===== src/rtl/ram_emu_arbiter_if.sv =====
// Bus bundle between the two RAM-emulator requesters, the arbiter and the link serializer.
// Handshake: a transfer happens on a rising edge where valid and ready are both high; the
// requester holds valid and its fields stable until it sees ready, and ready never waits on
// a later valid. Response pulses (rdataN_valid, wdone1) cannot be back-pressured.
interface ram_emu_arbiter_if #(
  parameter int ADDR_BITS = 16,
  parameter int DATA_BITS = 16
);
  logic                 req0_valid;
  logic [ADDR_BITS-1:0] req0_addr;
  logic                 req0_ready;

  logic                 req1_valid;
  logic                 req1_write;
  logic [ADDR_BITS-1:0] req1_addr;
  logic [DATA_BITS-1:0] req1_wdata;
  logic                 req1_ready;

  logic [DATA_BITS-1:0] rdata;
  logic                 rdata0_valid;
  logic                 rdata1_valid;
  logic                 wdone1;

  logic                 link_valid;
  logic                 link_ready;
  logic                 link_write;
  logic [ADDR_BITS-1:0] link_addr;
  logic [DATA_BITS-1:0] link_wdata;
  logic                 link_rdata_valid;
  logic [DATA_BITS-1:0] link_rdata;

  // Arbiter side.
  modport slave (
    input  req0_valid, req0_addr,
    output req0_ready,
    input  req1_valid, req1_write, req1_addr, req1_wdata,
    output req1_ready,
    output rdata, rdata0_valid, rdata1_valid, wdone1,
    output link_valid, link_write, link_addr, link_wdata,
    input  link_ready, link_rdata_valid, link_rdata
  );

  // Requesters plus link serializer side.
  modport master (
    output req0_valid, req0_addr,
    input  req0_ready,
    output req1_valid, req1_write, req1_addr, req1_wdata,
    input  req1_ready,
    input  rdata, rdata0_valid, rdata1_valid, wdone1,
    input  link_valid, link_write, link_addr, link_wdata,
    output link_ready, link_rdata_valid, link_rdata
  );
endinterface


===== src/rtl/ram_emu_arbiter.sv =====
// Two-port arbiter in front of the RAM-emulator link: port 0 (video, read-only) has priority,
// port 1 (compute, read/write) is forced through after MAX_WAIT consecutive losses.
module ram_emu_arbiter #(
  parameter int          ADDR_BITS = 16,
  parameter int          DATA_BITS = 16,
  parameter int unsigned MAX_WAIT  = 15
) (
  input  logic              clk,
  input  logic              reset,
  ram_emu_arbiter_if.slave  bus,
  output logic [1:0]        dbg_state,
  output logic [7:0]        dbg_starve_cnt
);

  localparam logic [7:0] MAX_WAIT_C = 8'(MAX_WAIT);

  typedef enum logic [1:0] {
    ST_IDLE    = 2'd0,
    ST_ISSUE   = 2'd1,
    ST_WAIT_RD = 2'd2
  } state_e;

  state_e               state_q, state_d;
  logic [7:0]           starve_q, starve_d;
  logic                 cmd_write_q, cmd_write_d;
  logic [ADDR_BITS-1:0] cmd_addr_q, cmd_addr_d;
  logic [DATA_BITS-1:0] cmd_wdata_q, cmd_wdata_d;
  logic                 owner_q, owner_d;
  logic [DATA_BITS-1:0] rdata_q, rdata_d;
  logic                 rdata0_valid_q, rdata0_valid_d;
  logic                 rdata1_valid_q, rdata1_valid_d;
  logic                 wdone1_q, wdone1_d;

  logic idle;
  logic force1;
  logic grant0;
  logic grant1;

  // Grants are suppressed while reset is asserted so no requester sees a phantom accept.
  always_comb begin
    idle   = (state_q == ST_IDLE) && !reset;
    force1 = bus.req1_valid && (starve_q == MAX_WAIT_C);
    grant1 = idle && bus.req1_valid && (force1 || !bus.req0_valid);
    grant0 = idle && bus.req0_valid && !force1;
  end

  always_comb begin
    state_d        = state_q;
    starve_d       = starve_q;
    cmd_write_d    = cmd_write_q;
    cmd_addr_d     = cmd_addr_q;
    cmd_wdata_d    = cmd_wdata_q;
    owner_d        = owner_q;
    rdata_d        = rdata_q;
    rdata0_valid_d = 1'b0;
    rdata1_valid_d = 1'b0;
    wdone1_d       = 1'b0;

    case (state_q)
      ST_IDLE: begin
        if (grant0) begin
          state_d     = ST_ISSUE;
          cmd_write_d = 1'b0;
          cmd_addr_d  = bus.req0_addr;
          cmd_wdata_d = '0;
          owner_d     = 1'b0;
          // Only losses that port 1 actually suffered count toward forcing it through.
          if (bus.req1_valid && (starve_q != MAX_WAIT_C)) begin
            starve_d = starve_q + 8'd1;
          end
        end else if (grant1) begin
          state_d     = ST_ISSUE;
          cmd_write_d = bus.req1_write;
          cmd_addr_d  = bus.req1_addr;
          cmd_wdata_d = bus.req1_wdata;
          owner_d     = 1'b1;
          starve_d    = 8'd0;
        end
      end

      ST_ISSUE: begin
        if (bus.link_ready) begin
          if (cmd_write_q) begin
            state_d  = ST_IDLE;
            wdone1_d = 1'b1;
          end else begin
            state_d = ST_WAIT_RD;
          end
        end
      end

      ST_WAIT_RD: begin
        if (bus.link_rdata_valid) begin
          state_d        = ST_IDLE;
          rdata_d        = bus.link_rdata;
          rdata0_valid_d = !owner_q;
          rdata1_valid_d = owner_q;
        end
      end

      default: begin
        state_d = ST_IDLE;
      end
    endcase
  end

  always_ff @(posedge clk) begin
    if (reset) begin
      state_q        <= ST_IDLE;
      starve_q       <= 8'd0;
      cmd_write_q    <= 1'b0;
      cmd_addr_q     <= '0;
      cmd_wdata_q    <= '0;
      owner_q        <= 1'b0;
      rdata_q        <= '0;
      rdata0_valid_q <= 1'b0;
      rdata1_valid_q <= 1'b0;
      wdone1_q       <= 1'b0;
    end else begin
      state_q        <= state_d;
      starve_q       <= starve_d;
      cmd_write_q    <= cmd_write_d;
      cmd_addr_q     <= cmd_addr_d;
      cmd_wdata_q    <= cmd_wdata_d;
      owner_q        <= owner_d;
      rdata_q        <= rdata_d;
      rdata0_valid_q <= rdata0_valid_d;
      rdata1_valid_q <= rdata1_valid_d;
      wdone1_q       <= wdone1_d;
    end
  end

  assign bus.req0_ready   = grant0;
  assign bus.req1_ready   = grant1;
  assign bus.link_valid   = (state_q == ST_ISSUE);
  assign bus.link_write   = cmd_write_q;
  assign bus.link_addr    = cmd_addr_q;
  assign bus.link_wdata   = cmd_wdata_q;
  assign bus.rdata        = rdata_q;
  assign bus.rdata0_valid = rdata0_valid_q;
  assign bus.rdata1_valid = rdata1_valid_q;
  assign bus.wdone1       = wdone1_q;

  assign dbg_state      = state_q;
  assign dbg_starve_cnt = starve_q;

endmodule


===== src/flat_wrapper.sv =====
// flat-port wrapper written by rule: the top's interface ports become plain ports
module ram_emu_arbiter_flat 
#(
  parameter int          ADDR_BITS = 16,
  parameter int          DATA_BITS = 16,
  parameter int unsigned MAX_WAIT  = 15
)
  (clk, reset, dbg_state, dbg_starve_cnt, bus_req0_valid, bus_req0_addr, bus_req0_ready, bus_req1_valid, bus_req1_write, bus_req1_addr, bus_req1_wdata, bus_req1_ready, bus_rdata, bus_rdata0_valid, bus_rdata1_valid, bus_wdone1, bus_link_valid, bus_link_write, bus_link_addr, bus_link_wdata, bus_link_ready, bus_link_rdata_valid, bus_link_rdata);
  ram_emu_arbiter_if #(.ADDR_BITS(ADDR_BITS), .DATA_BITS(DATA_BITS)) bus_i ();
  input  logic clk;
  input  logic reset;
  output logic [1:0] dbg_state;
  output logic [7:0] dbg_starve_cnt;
  input wire logic [$bits(bus_i.req0_valid)-1:0] bus_req0_valid;
  input wire logic [$bits(bus_i.req0_addr)-1:0] bus_req0_addr;
  output wire logic [$bits(bus_i.req0_ready)-1:0] bus_req0_ready;
  input wire logic [$bits(bus_i.req1_valid)-1:0] bus_req1_valid;
  input wire logic [$bits(bus_i.req1_write)-1:0] bus_req1_write;
  input wire logic [$bits(bus_i.req1_addr)-1:0] bus_req1_addr;
  input wire logic [$bits(bus_i.req1_wdata)-1:0] bus_req1_wdata;
  output wire logic [$bits(bus_i.req1_ready)-1:0] bus_req1_ready;
  output wire logic [$bits(bus_i.rdata)-1:0] bus_rdata;
  output wire logic [$bits(bus_i.rdata0_valid)-1:0] bus_rdata0_valid;
  output wire logic [$bits(bus_i.rdata1_valid)-1:0] bus_rdata1_valid;
  output wire logic [$bits(bus_i.wdone1)-1:0] bus_wdone1;
  output wire logic [$bits(bus_i.link_valid)-1:0] bus_link_valid;
  output wire logic [$bits(bus_i.link_write)-1:0] bus_link_write;
  output wire logic [$bits(bus_i.link_addr)-1:0] bus_link_addr;
  output wire logic [$bits(bus_i.link_wdata)-1:0] bus_link_wdata;
  input wire logic [$bits(bus_i.link_ready)-1:0] bus_link_ready;
  input wire logic [$bits(bus_i.link_rdata_valid)-1:0] bus_link_rdata_valid;
  input wire logic [$bits(bus_i.link_rdata)-1:0] bus_link_rdata;
  assign bus_i.req0_valid = bus_req0_valid;
  assign bus_i.req0_addr = bus_req0_addr;
  assign bus_req0_ready = bus_i.req0_ready;
  assign bus_i.req1_valid = bus_req1_valid;
  assign bus_i.req1_write = bus_req1_write;
  assign bus_i.req1_addr = bus_req1_addr;
  assign bus_i.req1_wdata = bus_req1_wdata;
  assign bus_req1_ready = bus_i.req1_ready;
  assign bus_rdata = bus_i.rdata;
  assign bus_rdata0_valid = bus_i.rdata0_valid;
  assign bus_rdata1_valid = bus_i.rdata1_valid;
  assign bus_wdone1 = bus_i.wdone1;
  assign bus_link_valid = bus_i.link_valid;
  assign bus_link_write = bus_i.link_write;
  assign bus_link_addr = bus_i.link_addr;
  assign bus_link_wdata = bus_i.link_wdata;
  assign bus_i.link_ready = bus_link_ready;
  assign bus_i.link_rdata_valid = bus_link_rdata_valid;
  assign bus_i.link_rdata = bus_link_rdata;
  ram_emu_arbiter #(.ADDR_BITS(ADDR_BITS), .DATA_BITS(DATA_BITS), .MAX_WAIT(MAX_WAIT)) u_core (.clk(clk), .reset(reset), .bus(bus_i), .dbg_state(dbg_state), .dbg_starve_cnt(dbg_starve_cnt));
endmodule

===== config.mk =====
export PLATFORM = sky130hd
export DESIGN_NAME = ram_emu_arbiter_flat
export DESIGN_NICKNAME = d
export VERILOG_FILES = /design/src/rtl/ram_emu_arbiter_if.sv /design/src/rtl/ram_emu_arbiter.sv /design/src/flat_wrapper.sv
export SDC_FILE = /design/constraint.sdc
export NUM_CORES = 1
export LEC_CHECK = 0
export ABC_AREA = 1
export CAP_MARGIN = 30
export CELL_PAD_IN_SITES_DETAIL_PLACEMENT = 0
export CELL_PAD_IN_SITES_GLOBAL_PLACEMENT = 2
export CORE_UTILIZATION = 22
export DETAILED_ROUTE_END_ITERATION = 10
export GPL_ROUTABILITY_DRIVEN = 0
export PLACE_DENSITY_LB_ADDON = 0.1
export SYNTH_ARGS = -nofsm -noshare
export SYNTH_HDL_FRONTEND = slang
export SYNTH_SLANG_ARGS = --single-unit

===== constraint.sdc =====
create_clock -name clk -period 2.9 [get_ports clk]
set_input_delay 0.435 -clock clk [delete_from_list [all_inputs] [get_ports clk]]
set_output_delay 0.435 -clock clk [all_outputs]
set_load 0.05 [all_outputs]

==> impl_metrics.tcl <==
set metrics [dict create \
    holdPathStages 1 \
    ys_ff_latch 63 \
    worstReg2RegStart "u_core.dbg_state[1]" \
    status "finished, violations left" \
    period_needed_ns 2.36 \
    synth_top_area_cell "dfxtp_1" \
    fmax_mhz 425 \
    cts_buffer_depth 2 \
    clockRootBuffer "clkbuf_16" \
    r2r_cells 9 \
    antenna_found_initial 0 \
    cts_hold_buf 0 \
    first_pass_iters 9 \
    relSlewSlack_pct 40.0 \
    wl_mm 8.06 \
    core_um2 11600 \
    yosys.area.top_type_share_pct 47.3 \
    drive_above_1_share_pct 7.39 \
    fin_tns_setup_ns 0 \
    hold_ws_ns 0.431 \
    violations "design-rule violations" \
    worstHoldStart "u_core.owner_q" \
    grt_max_degree 36 \
    pin_count 136 \
    critPathMaxStageDelay_ns 0.54 \
    layout_common_cells "clkdlybuf4s50_1, nand2_1, dfxtp_1" \
    postRouteAntennaNets 0 \
    power.density_nw_per_um2 588 \
    grt_usage_pct 13.3 \
    p_switching_mw 0.721 \
    crit_path_end_kind "output port" \
    yosys_warnings 0 \
    area_delta_synth_final_pct 68.3 \
    power_frac_clock_pct 45.3 \
    cts_resized 0 \
    grt_first_pass_wirelength_mm 12.9 \
    layout_commonest_cell "clkdlybuf4s50_1" \
    seqPwrFrac_pct 35.4 \
    drv_cap 0 \
    cp_cell_sequence "clkdlybuf4s50_1, nand2_1, nor2_1, nand2_2, nand2_1, nand2_2, inv_4, buf_12" \
    required_ns 2.47 \
    clkLatencyLatePin_ns 0.33 \
    power.internal_mw 1.91 \
    vias_per_cell 4.12 \
    holdCritPathClass "flip-flop to flip-flop" \
    swShare_pct 27.4 \
    fin_cells 657 \
    netlist_instances 374 \
    r2r_slack_ns 1.17 \
    row_count 39 \
    final_util_pct 38.6 \
    dieArea_um2 12600 \
    cp_max_fo 18 \
    nNetsFinal 581 \
    diodes 0 \
    cp.buffers_inverters 3 \
    cts_tree "done" \
    post_cts_buffers 0 \
    syn-num-nets 446 \
    syn_area_um2 2660 \
    avgSynthCellArea_um2 7.12 \
    cts_htree_levels 3 \
    power_frac_comb_pct 19.3 \
    reg2reg_to "u_core.bus.link_addr[6]" \
    p_leak_nw 1.90 \
    setup_viol 0 \
    tightest_slew_ns 0.900 \
    whs_endpoint "u_core.bus.rdata0_valid" \
    ir_worst_vdd_uv 295 \
    num_vias 2710 \
    critPathArrivalTime_ns 1.92 \
    die-width_um 112 \
    n_fill_cell 1256 \
    clkTransAtPathRegs_ns 0.05 \
    place_inst 641 \
    critical_path.slowest_cell "clkdlybuf4s50_1" \
    die_y_um 112 \
    grt_pass1_vias 2640 \
    fin_crit_sh_pct 81.2 \
    drcViolationCount 8 \
    ys_seq_area_share_pct 47.3 \
    portBuffers 135 \
    finalHoldViolCount 0 \
    cts.sinks 63 \
    cts_buffers 9 \
    synthDistinctLibCells 27 \
    dp_hpwl_mm 5.70 \
    start_util_pct 22.9 \
    cpLargestDelayFamily "buffers and inverters" \
    critPathLaunchType "input pin" \
    initialDrtViolationCount 89 \
    power.total_mw 2.63 \
    drv_slew 0 \
    finClkSkew_ns 0.00538 \
    synth_area_leaders "dfxtp_1, nand2_1, nand3_1" \
    rsz0062_at_grt "no" \
    wl_per_cell_um 12.3 \
    worst-setup-path-type "input pin to output port" \
    overflow 0 \
]
[power groups by stage]
| stage | sequential [mW] | combinational [mW] | clock, mW |
|---|---|---|---|
| floorplan | 1.10 | 0.152 | 0 |
| global placement | 0.951 | 0.513 | 0 |
| detailed placement | 0.951 | 0.512 | 0 |
| CTS | 0.933 | 0.514 | 1.24 |
| global route | 0.938 | 0.547 | 1.28 |
| finish | 0.933 | 0.508 | 1.19 |
[flip-flops by register name, indices dropped and copies added, names as in the netlist]
register                 cells
u_core.bus.link_addr        16
u_core.bus.rdata0_valid      1
u_core.bus.link_write        1
u_core.bus.rdata1_valid      1
u_core.bus.rdata            16
u_core.bus.link_wdata       16
u_core.owner_q               1
u_core.dbg_starve_cnt        8
u_core.bus.wdone1            1
u_core.dbg_state             2
[metrics by stage]
stage               area, um^2  setup slack [ns]
floorplan                 2660             0.809
global placement          4150             0.458
detailed placement        4150             0.445
CTS                       4480             0.504
global route              4480             0.377
finish                    4480             0.545
[layout make-up]
class	instances	area [um^2]	area share, %
repair buffers	140	1410	31.4
multi-input cells	245	1110	24.7
clock buffers	11	253	5.64
flip-flops and latches	63	1260	28.1
well taps	143	179	3.99
clock inverters	5	80.1	1.79
inverters	50	193	4.30
[how the worst max path moves through the flow]
stage | endpoint | slack, ns | cells after the start | startpoint
floorplan | bus_req1_ready | 0.81 | 8 | u_core.dbg_starve_cnt[0]
global placement | u_core.bus.link_addr[8] | 0.46 | 7 | bus_req1_valid
detailed placement | u_core.bus.link_addr[6] | 0.44 | 7 | bus_req1_valid
CTS | bus_req1_ready | 0.50 | 8 | bus_req1_valid
global route | bus_req1_ready | 0.38 | 8 | bus_req1_valid
finish | bus_req1_ready | 0.54 | 8 | bus_req1_valid
[per-layer routing]
| metal | vias up | global-route usage, % | wire length (um) |
|---|---|---|---|
| li1 | 1442 | - | - |
| met1 | 1180 | 15.8 | 3670 |
| met2 | 83 | 21.2 | 3610 |
| met3 | 5 | 6.26 | 699 |
| met4 | 0 | 4.27 | 79 |
| met5 | - | 0 | 0 |
[synthesized netlist by cell type]
library cell,n
o21ai_1,1
nor2_4,1
inv_4,2
a21oi_1,22
nand2_1,86
nand3b_1,2
dfxtp_1,63
o21ai_0,17
o21ai_2,1
nor2_2,1
buf_6,4
inv_2,3
nor3_1,5
nand2_2,4
buf_4,2
nand3_1,51
clkbuf_1,7
buf_1,1
or2_2,1
nand4_1,1
ha_1,1
inv_1,45
nand3_2,1
buf_2,2
nor2_1,47
nand2_4,1
xor2_1,2
[worst register-to-register path: cells and delay by family, from the launching register on]
family / cells / cell delay [ns]
and+or+nand+nor: 5 / 0.49
DFF: 1 / 0.41
buffers and inverters: 3 / 0.41
AOI/OAI and AO/OA: 1 / 0.33
[logic make-up (layout without fill, tap and decap cells)]
group / Yosys count / count (layout) / synth area share [%]
xor+xnor: 2 / 2 / 0.658
fa+ha+maj: 1 / 1 / 0.470
compound gates: 41 / 41 / 7.84
buf+inv: 66 / 206 / 11.0
simple gates: 201 / 201 / 32.7
flops: 63 / 63 / 47.3
(Power assumes the default switching activity.)
